**src/rtl/lzd_ctrl_pkg.sv**
```systemverilog
// Shared definitions for the LZD shift controller: FSM state encodings.
package lzd_ctrl_pkg;

  typedef enum logic [1:0] {
    IDLE  = 2'd0,
    SHIFT = 2'd1,
    DONE  = 2'd2
  } ctrl_state_e;

endpackage : lzd_ctrl_pkg

```
**src/rtl/gate_cells.sv**
```systemverilog
// Primitive two-input / one-input gate cells used to build structural logic.
module And (
  input  logic a_i,
  input  logic b_i,
  output logic y_o
);
  assign y_o = a_i & b_i;
endmodule : And

module Or (
  input  logic a_i,
  input  logic b_i,
  output logic y_o
);
  assign y_o = a_i | b_i;
endmodule : Or

module Xor (
  input  logic a_i,
  input  logic b_i,
  output logic y_o
);
  assign y_o = a_i ^ b_i;
endmodule : Xor

module Not (
  input  logic a_i,
  output logic y_o
);
  assign y_o = ~a_i;
endmodule : Not

```
**src/rtl/param_is_less_than.sv**
```systemverilog
// Unsigned comparator a < b (or a <= b when INCLUSIVE != 0), built from gate
// cells as an MSB-first cascade. Each stage carries "less so far" and
// "equal so far"; a lower bit can only decide the result while all higher
// bits are still equal.
module param_is_less_than #(
  parameter int WIDTH     = 4,
  parameter int INCLUSIVE = 0
) (
  input  logic [WIDTH-1:0] a_i,
  input  logic [WIDTH-1:0] b_i,
  output logic             lt_o
);

  localparam logic INCL_BIT = (INCLUSIVE != 0) ? 1'b1 : 1'b0;

  // Stage k handles bit WIDTH-1-k, so stage 0 is the MSB.
  for (genvar k = 0; k < WIDTH; k++) begin : g_stage
    localparam int BIT = WIDTH - 1 - k;
    logic lt_in_s, eq_in_s;
    logic diff_s, eq_bit_s, na_s, lt_bit_s, step_s;
    logic lt_s, eq_s;

    if (k == 0) begin : g_seed
      assign lt_in_s = 1'b0;
      assign eq_in_s = 1'b1;
    end else begin : g_chain
      assign lt_in_s = g_stage[k-1].lt_s;
      assign eq_in_s = g_stage[k-1].eq_s;
    end

    Xor u_diff  (.a_i(a_i[BIT]), .b_i(b_i[BIT]), .y_o(diff_s));
    Not u_eqb   (.a_i(diff_s),   .y_o(eq_bit_s));
    Not u_na    (.a_i(a_i[BIT]), .y_o(na_s));
    And u_ltb   (.a_i(na_s),     .b_i(b_i[BIT]), .y_o(lt_bit_s));
    And u_step  (.a_i(eq_in_s),  .b_i(lt_bit_s), .y_o(step_s));
    Or  u_lt    (.a_i(lt_in_s),  .b_i(step_s),   .y_o(lt_s));
    And u_eq    (.a_i(eq_in_s),  .b_i(eq_bit_s), .y_o(eq_s));
  end

  logic incl_eq_s;

  // Equality only contributes to the result in the inclusive variant.
  And u_incl (.a_i(g_stage[WIDTH-1].eq_s), .b_i(INCL_BIT), .y_o(incl_eq_s));
  Or  u_fin  (.a_i(g_stage[WIDTH-1].lt_s), .b_i(incl_eq_s), .y_o(lt_o));

endmodule : param_is_less_than

```
**src/rtl/lzd_shift_controller.sv**
```systemverilog
// Shift sequencer driven by a leading-zero-detector result: issues one
// shift_en per cycle until the shift count reaches the latched target,
// then pulses done for one cycle and returns to IDLE.
module lzd_shift_controller
  import lzd_ctrl_pkg::*;
#(
  parameter int WIDTH     = 4,
  parameter int INCLUSIVE = 0
) (
  input  logic             clk,
  input  logic             rst,
  input  logic             start,
  input  logic [WIDTH-1:0] target,
  input  logic             clear,
  output logic             ready,
  output logic             shift_en,
  output logic [WIDTH:0]   count,
  output logic             done
);

  ctrl_state_e      state_q, state_d;
  logic [WIDTH:0]   count_q, count_d;
  logic [WIDTH:0]   target_q, target_d;
  logic [WIDTH:0]   target_ext_s;
  logic [WIDTH:0]   count_inc_s;
  logic             cmp_start_s;
  logic             cmp_next_s;

  // The counter is one bit wider than target so it can reach 2^WIDTH.
  assign target_ext_s = {1'b0, target};
  assign count_inc_s  = count_q + {{WIDTH{1'b0}}, 1'b1};

  // Decides at accept time whether any shift is needed at all.
  param_is_less_than #(.WIDTH(WIDTH + 1), .INCLUSIVE(INCLUSIVE)) u_cmp_start (
    .a_i  ({(WIDTH + 1){1'b0}}),
    .b_i  (target_ext_s),
    .lt_o (cmp_start_s)
  );

  // Decides whether the shift issued this cycle is the last one.
  param_is_less_than #(.WIDTH(WIDTH + 1), .INCLUSIVE(INCLUSIVE)) u_cmp_next (
    .a_i  (count_inc_s),
    .b_i  (target_q),
    .lt_o (cmp_next_s)
  );

  // State, counter and latched target registers with asynchronous reset.
  always_ff @(posedge clk or posedge rst) begin
    if (rst) begin
      state_q  <= IDLE;
      count_q  <= {(WIDTH + 1){1'b0}};
      target_q <= {(WIDTH + 1){1'b0}};
    end else begin
      state_q  <= state_d;
      count_q  <= count_d;
      target_q <= target_d;
    end
  end

  // Next-state logic; clear overrides every transition including start.
  always_comb begin
    state_d  = state_q;
    count_d  = count_q;
    target_d = target_q;
    if (clear) begin
      state_d = IDLE;
      count_d = {(WIDTH + 1){1'b0}};
    end else begin
      case (state_q)
        IDLE: begin
          if (start) begin
            target_d = target_ext_s;
            count_d  = {(WIDTH + 1){1'b0}};
            state_d  = cmp_start_s ? SHIFT : DONE;
          end else begin
            state_d = IDLE;
          end
        end
        SHIFT: begin
          count_d = count_inc_s;
          if (cmp_next_s) begin
            state_d = SHIFT;
          end else begin
            state_d = DONE;
          end
        end
        DONE: begin
          state_d = IDLE;
        end
        default: begin
          state_d = IDLE;
          count_d = {(WIDTH + 1){1'b0}};
        end
      endcase
    end
  end

  assign ready    = (state_q == IDLE);
  assign shift_en = (state_q == SHIFT);
  assign done     = (state_q == DONE);
  assign count    = count_q;

endmodule : lzd_shift_controller

```
**config.mk**
```make
export PLATFORM = sky130hd
export DESIGN_NAME = lzd_shift_controller
export DESIGN_NICKNAME = d
export VERILOG_FILES = /design/src/rtl/lzd_ctrl_pkg.sv /design/src/rtl/gate_cells.sv /design/src/rtl/param_is_less_than.sv /design/src/rtl/lzd_shift_controller.sv
export SDC_FILE = /design/constraint.sdc
export NUM_CORES = 1
export LEC_CHECK = 0
export BUFFER_PORTS_ARGS = -buffer_cell sky130_fd_sc_hd__buf_2
export CORE_MARGIN = 3
export CORE_UTILIZATION = 44
export DETAILED_ROUTE_END_ITERATION = 6
export PLACE_DENSITY = 0.76
export SYNTH_ARGS = -nofsm -noshare
export SYNTH_HDL_FRONTEND = slang
export SYNTH_SLANG_ARGS = --single-unit
```
**constraint.sdc**
```tcl
create_clock -name clk -period 1.79 [get_ports clk]
set_clock_uncertainty 0.1 [all_clocks]
set_input_delay 0.179 -clock clk [delete_from_list [all_inputs] [get_ports clk]]
set_output_delay 0.179 -clock clk [all_outputs]
set_load 0.01 [all_outputs]
```
== Word level (Yosys, flattened, before mapping) ==
Cells that the tools add are included.

* Mux-type cells: 8
* Bitwise gates (word level): 37
* Equality and inequality tests: 4
* Reductions and logical operators: 3
* $add $sub $neg: 1

{| class="wikitable"
|+ Operators with widths
! kind !! count
|-
| $and 1x1->1 || 16
|-
| $pmux 5 s3 || 1
|-
| $not 1->1 || 12
|-
| $mux 5 || 2
|-
| $mux 2 || 4
|-
| $or 1x1->1 || 6
|-
| $add 5x1->5 const B || 1
|-
| $pmux 2 s2 || 1
|-
| $ne 3x3->1 const B || 1
|-
| $reduce_and 3->1 || 1
|-
| $xor 1x1->1 || 3
|-
| $eq 2x1->1 const B || 1
|-
| $eq 2x2->1 const B || 1
|-
| $logic_not 2->1 || 1
|-
| $ne 2x2->1 const B || 1
|-
| $reduce_and 2->1 || 1
|}

* Flip-flop bits (word level): 11
* Input bits: 8
* Output and inout bits: 8

== Longest topological paths before layout ==
* Depth after elaboration: 11
* Mapped depth: 7
* Depth with buffers taken out: 7

== Modules after synthesis ==
From an unflattened synthesis, not the netlist that was laid out.

* Cells, all modules: 129
* Area, all modules: 1021.0 um^2

{| class="wikitable"
|+ By module, submodules not included
! module !! area each (um^2) !! sequential area each (um^2) !! times used !! cells each
|-
| lzd_shift_controller || 568.0 || 275.3 || 1 || 51
|-
| And || 6.3 || 0.0 || 32 || 1
|-
| Xor || 8.8 || 0.0 || 10 || 1
|-
| Not || 3.8 || 0.0 || 20 || 1
|-
| Or || 6.3 || 0.0 || 12 || 1
|-
| param_is_less_than || 7.5 || 0.0 || 2 || 2
|}

== Worst setup path after synthesis ==
Ideal clock, no wire load.

* Path kind: flip-flop to flip-flop
* Start: register count_q[1], in the netlist count[1]
* End: register state_q[0]
* Period minus slack after synthesis: 1.822 ns
* Library setup time: 0.122 ns
* Slack: -0.032 ns
* Data arrival time: 1.600 ns
* Required time: 1.568 ns
* Cell stages (with the launch flop): 8
* Cells stage by stage: dfrtp_1 > ha_1 > xor2_1 > inv_1 > ha_1 > o21ai_0 > a22oi_1 > a32o_1

* Longest elaborated chain between the ends: 11

{| class="wikitable"
|+ RTL lines
! element !! RTL line !! text
|-
| from (decl) || lzd_shift_controller.sv:22 || <nowiki>logic [WIDTH:0] count_q, count_d;</nowiki>
|-
| from (signal assigned) || lzd_shift_controller.sv:51 || <nowiki>count_q <= {(WIDTH + 1){1'b0}};</nowiki>
|-
| from (signal assigned) || lzd_shift_controller.sv:55 || <nowiki>count_q <= count_d;</nowiki>
|-
| $add 5x1->5 (*) || lzd_shift_controller.sv:31 || <nowiki>assign count_inc_s = count_q + {{WIDTH{1'b0}}, 1'b1};</nowiki>
|-
| $xor 1x1->1 || gate_cells.sv:23 || <nowiki>assign y_o = a_i ^ b_i;</nowiki>
|-
| $not 1->1 || gate_cells.sv:30 || <nowiki>assign y_o = ~a_i;</nowiki>
|-
| $and 1x1->1 (2 in a row) || gate_cells.sv:7 || <nowiki>assign y_o = a_i & b_i;</nowiki>
|-
| $or 1x1->1 / $and 1x1->1 (equally long branches) (2 in a row) || gate_cells.sv:15, gate_cells.sv:7 ||
|-
| $or 1x1->1 (*) || gate_cells.sv:15 || <nowiki>assign y_o = a_i | b_i;</nowiki>
|-
| $mux 2 (*) || lzd_shift_controller.sv:81 || <nowiki>if (cmp_next_s) begin</nowiki>
|-
| $pmux 2 s2 (*) || lzd_shift_controller.sv:69 || <nowiki>case (state_q)</nowiki>
|-
| $mux 2 (*) || lzd_shift_controller.sv:65 || <nowiki>if (clear) begin</nowiki>
|-
| named net state_d[0] || lzd_shift_controller.sv:21 || <nowiki>ctrl_state_e state_q, state_d;</nowiki>
|-
| to (signal assigned) || lzd_shift_controller.sv:54 || <nowiki>state_q <= state_d;</nowiki>
|-
| to (decl) || lzd_shift_controller.sv:21 ||
|}

Mark *: on every way through the listed nets, which the timed path passes. The rest lies on a longest branch.
A chain may end at the register's enable or synchronous reset.

== Final worst setup path ==
* Start: register count_q[1], in the netlist count[1]
* End: register state_q[1]

Same word-level chain as after synthesis.

==> flow_summary_export.csv <==
group,metric,value,unit
setup_path,timing.critical_path.cells,"buf_6 > nand3_4 > xor2_2 > ha_2 > nor3_2 > a22oi_2 > a311oi_2",
logic_synthesis,yosysWarnings,0,
placement,pre_cts_slack,4.72,ps
floorplanning,fp.dieW,43.8,um
clock_network,worstSkewPairLatency,280,ps
logic_synthesis,synthFlopType,"dfrtp_1",
pwr,p_seq_share,41.9,%
pwr,p_comb_share,35.3,%
placement,portBuffers,15,
pwr,peakVddDrop,0.000475,V
logic_synthesis,synth.distinct_cells,28,
setup_path,crit_path_end,"state_q[1]$_DFF_PP0_",
finish,drive_gt1_share,46.9,%
timing,final_max_slew_viol_count,0,
setup_path,r2r_end,"state_q[1]$_DFF_PP0_",
clock_network,cts_tree,"done",
setup_path,cp_max_fo,3,
setup_path,reg2reg_depth,7,
global_routing,grtUsageTotal,15.6,%
setup_path,cp.depth,7,
logic_synthesis,netlist_area,629,um^2
pwr,power_density,922,nW/um^2
clock_network,numCtsBuffers,3,
global_routing,overflow,0,
detailed_routing,via_count,554,
run,maxCapViolations,0,
timing,worstMarginPinSlew,437,ps
global_routing,antenna_found_initial,0,
logic_synthesis,synth_top_area_share,43.7,%
logic_synthesis,synthArstFlopShare,100,%
placement,hpwl,987,um
setup_path,cpPeakStageDelay,400,ps
pwr,internal_power,517,uW
timing,hold_viol_final,0,
floorplanning,ios,16,
timing,rsz0062_at_grt,"true",
logic_synthesis,synth-edff-count,0,
clock_network,clock_path_buffers,2,
setup_path,worstSetupStartpointType,"flop",
logic_synthesis,avgSynthCellArea,10.7,um^2
finish,finish.utilization,64.5,%
floorplanning,row_count,13,
setup_path,r2r_slack,50,ps
clock_network,cts_sinks,11,
timing,finalCritPeriodShare,97.4,%
finish,n_antenna_cell,0,
pwr,clkPwrFrac,22.9,%
timing,timing.hold.ws,55.3,ps
logic_synthesis,yosysTopAreaCell,"dfrtp_1",
detailed_routing,drt-initial-drc-count,17,
pwr,power.total,784,uW
timing,clock.fmax,0.574,GHz
setup_path,cp.required,1880,ps
placement,gp_congestion,0.835,
detailed_routing,ant_nets,0,
setup_path,slowest_stage,"dfrtp_1",
logic_synthesis,synth_area_leaders,"dfrtp_1 44%, ha_1 8.0%, mux2_2 7.2%, xor2_1 4.2%, inv_1 3.0%",
floorplanning,dieArea,1920,um^2
clock_network,htreeDepth,1,
timing,finalSetupViolations,0,
timing,fin_ws,47.1,ps
logic_synthesis,yosysSeqAreaShare,43.7,%
timing,min_period,1740,ps
placement,placed_area,728,um^2
pwr,switchingPower,267,uW
setup_path,cp_top_family,"flip-flops",
setup_path,worst-setup-path-type,"flop to flop",
floorplanning,die_y,43.8,um
clock_network,clk_pin_slew,70,ps
status,status,"finished clean",
detailed_routing,viasPerCell,5.77,
setup_path,cp_num_buf_inv,1,
pwr,swShare,34.1,%
detailed_routing,wirelength,1440,um
pwr,p_leak,0.000379,uW
global_routing,grt_max_degree,12,
detailed_routing,drc,0,
logic_synthesis,synth_fp_nets,71,
global_routing,grt_pass1_wl,2190,um
global_routing,grt_pass1_vias,498,
floorplanning,initial_core_util,47.8,%
setup_path,timing.rr.start,"count[1]$_DFFE_PP0P_",
detailed_routing,first_pass_iters,4,
setup_path,end_kind,"flop",
floorplanning,core,1320,um^2
setup_path,crit_start,"count[1]$_DFFE_PP0P_",
finish,final_cell_area,850,um^2
timing,max-slew-margin-rel,70.9,%
logic_synthesis,syn-instance-count,59,
finish,nNetsFinal,94,
detailed_routing,wl_per_cell,15.0,um
finish,area_growth,35.0,%
logic_synthesis,ys_ff_latch,11,
setup_path,crit_arrival,1830,ps
clock_network,cts_root_buf,"clkbuf_4",
min_path,hold_path.class,"input port to flop",
## per-layer routing
layer	track usage (%)	up-vias	share of wire (%)
met2	23.0	20	47
li1	-	263	-
met3	4.98	2	7.4
met5	0	-	0
met4	7.23	0	1.1
met1	20.8	269	44
## synthesized netlist by cell type, drive strengths merged (2+ instances only)
library cell	count
buf	2
xor2	3
nand2b	2
nor3b	2
nor2	4
nor3	2
ha	4
inv	5
a32oi	2
dfrtp	11
mux2	4
nand3	3
o21ai	2
## metrics by stage
stage / setup TNS (ps) / std cells
finish: 0 / 96
global route: -47.3 / 96
CTS: 0 / 94
detailed placement: 0 / 89
global placement: 0 / 89
floorplan: 0 / 59
## sequential cells by signal (all words and copies together), names as in the netlist
signal    count
target_q      4
count         5
state_q       2
## cell type report
class,instances,area [um^2]
clock buffer,4,26.3
fill,97,468
inverter,5,18.8
multi-input combinational,41,388
sequential,11,275
tap,15,18.8
timing repair buffer,20,123
## power by group through the flow
stage | clock, uW | combinational (uW) | sequential, uW
floorplan | 0 | 159 | 313
global placement | 0 | 200 | 327
detailed placement | 0 | 207 | 329
CTS | 182 | 208 | 324
global route | 192 | 301 | 334
finish | 179 | 276 | 328
## cell usage in the layout (no fill, tap or decap), types with 2 or more instances in the layout
cell type and count:
nand2b_1 2, inv_1 5, a32oi_1 2, dfrtp_1 11
buf_2 15, mux2_2 4, buf_6 2, clkbuf_4 3
nor2_1 4, xor2_2 2, ha_2 2, nand3_1 2
buf_4 2
## worst register-to-register path, stage by stage, from the launching register on
cell and delay, ps:
dfrtp_1 400, buf_6 130, nand3_4 70, xor2_2 170, ha_2 210, nor3_2 190
a22oi_2 120, a311oi_2 270
## worst min path at each step
stage	start	slack, ps	cells past startpoint	end
2_1_floorplan	rst	-70	1	count[0]$_DFFE_PP0P_
3_3_place_gp	rst	90	2	count[2]$_DFFE_PP0P_
3_5_place_dp	rst	100	2	count[3]$_DFFE_PP0P_
4_1_cts	clear	60	2	count[1]$_DFFE_PP0P_
5_1_grt	clear	60	2	count[2]$_DFFE_PP0P_
6_report	clear	60	2	count[1]$_DFFE_PP0P_
## kinds of logic after synthesis
| group | after synthesis | share of synthesized area [%] |
|---|---|---|
| and+or+nand+nor | 20 | 20.3 |
| DFF | 11 | 43.7 |
| AOI/OAI and AO/OA | 10 | 11.7 |
| buffers and inverters | 7 | 4.97 |
| muxes | 4 | 7.16 |
| adders and majority gates | 4 | 7.95 |
| xor gates and xnor gates | 3 | 4.18 |
## repair_timing
| action | CTS | global route |
|---|---|---|
| endpoints found under the hold margin | 11 | 0 |
| buffers inserted | 0 | 2 |
| endpoints found under the setup margin | 1 | 2 |
| pin swaps | 1 | 6 |
| gates resized for setup | 0 | 13 |
| hold buffers | 1 | 0 |
Power figures use the tool's default switching activity.
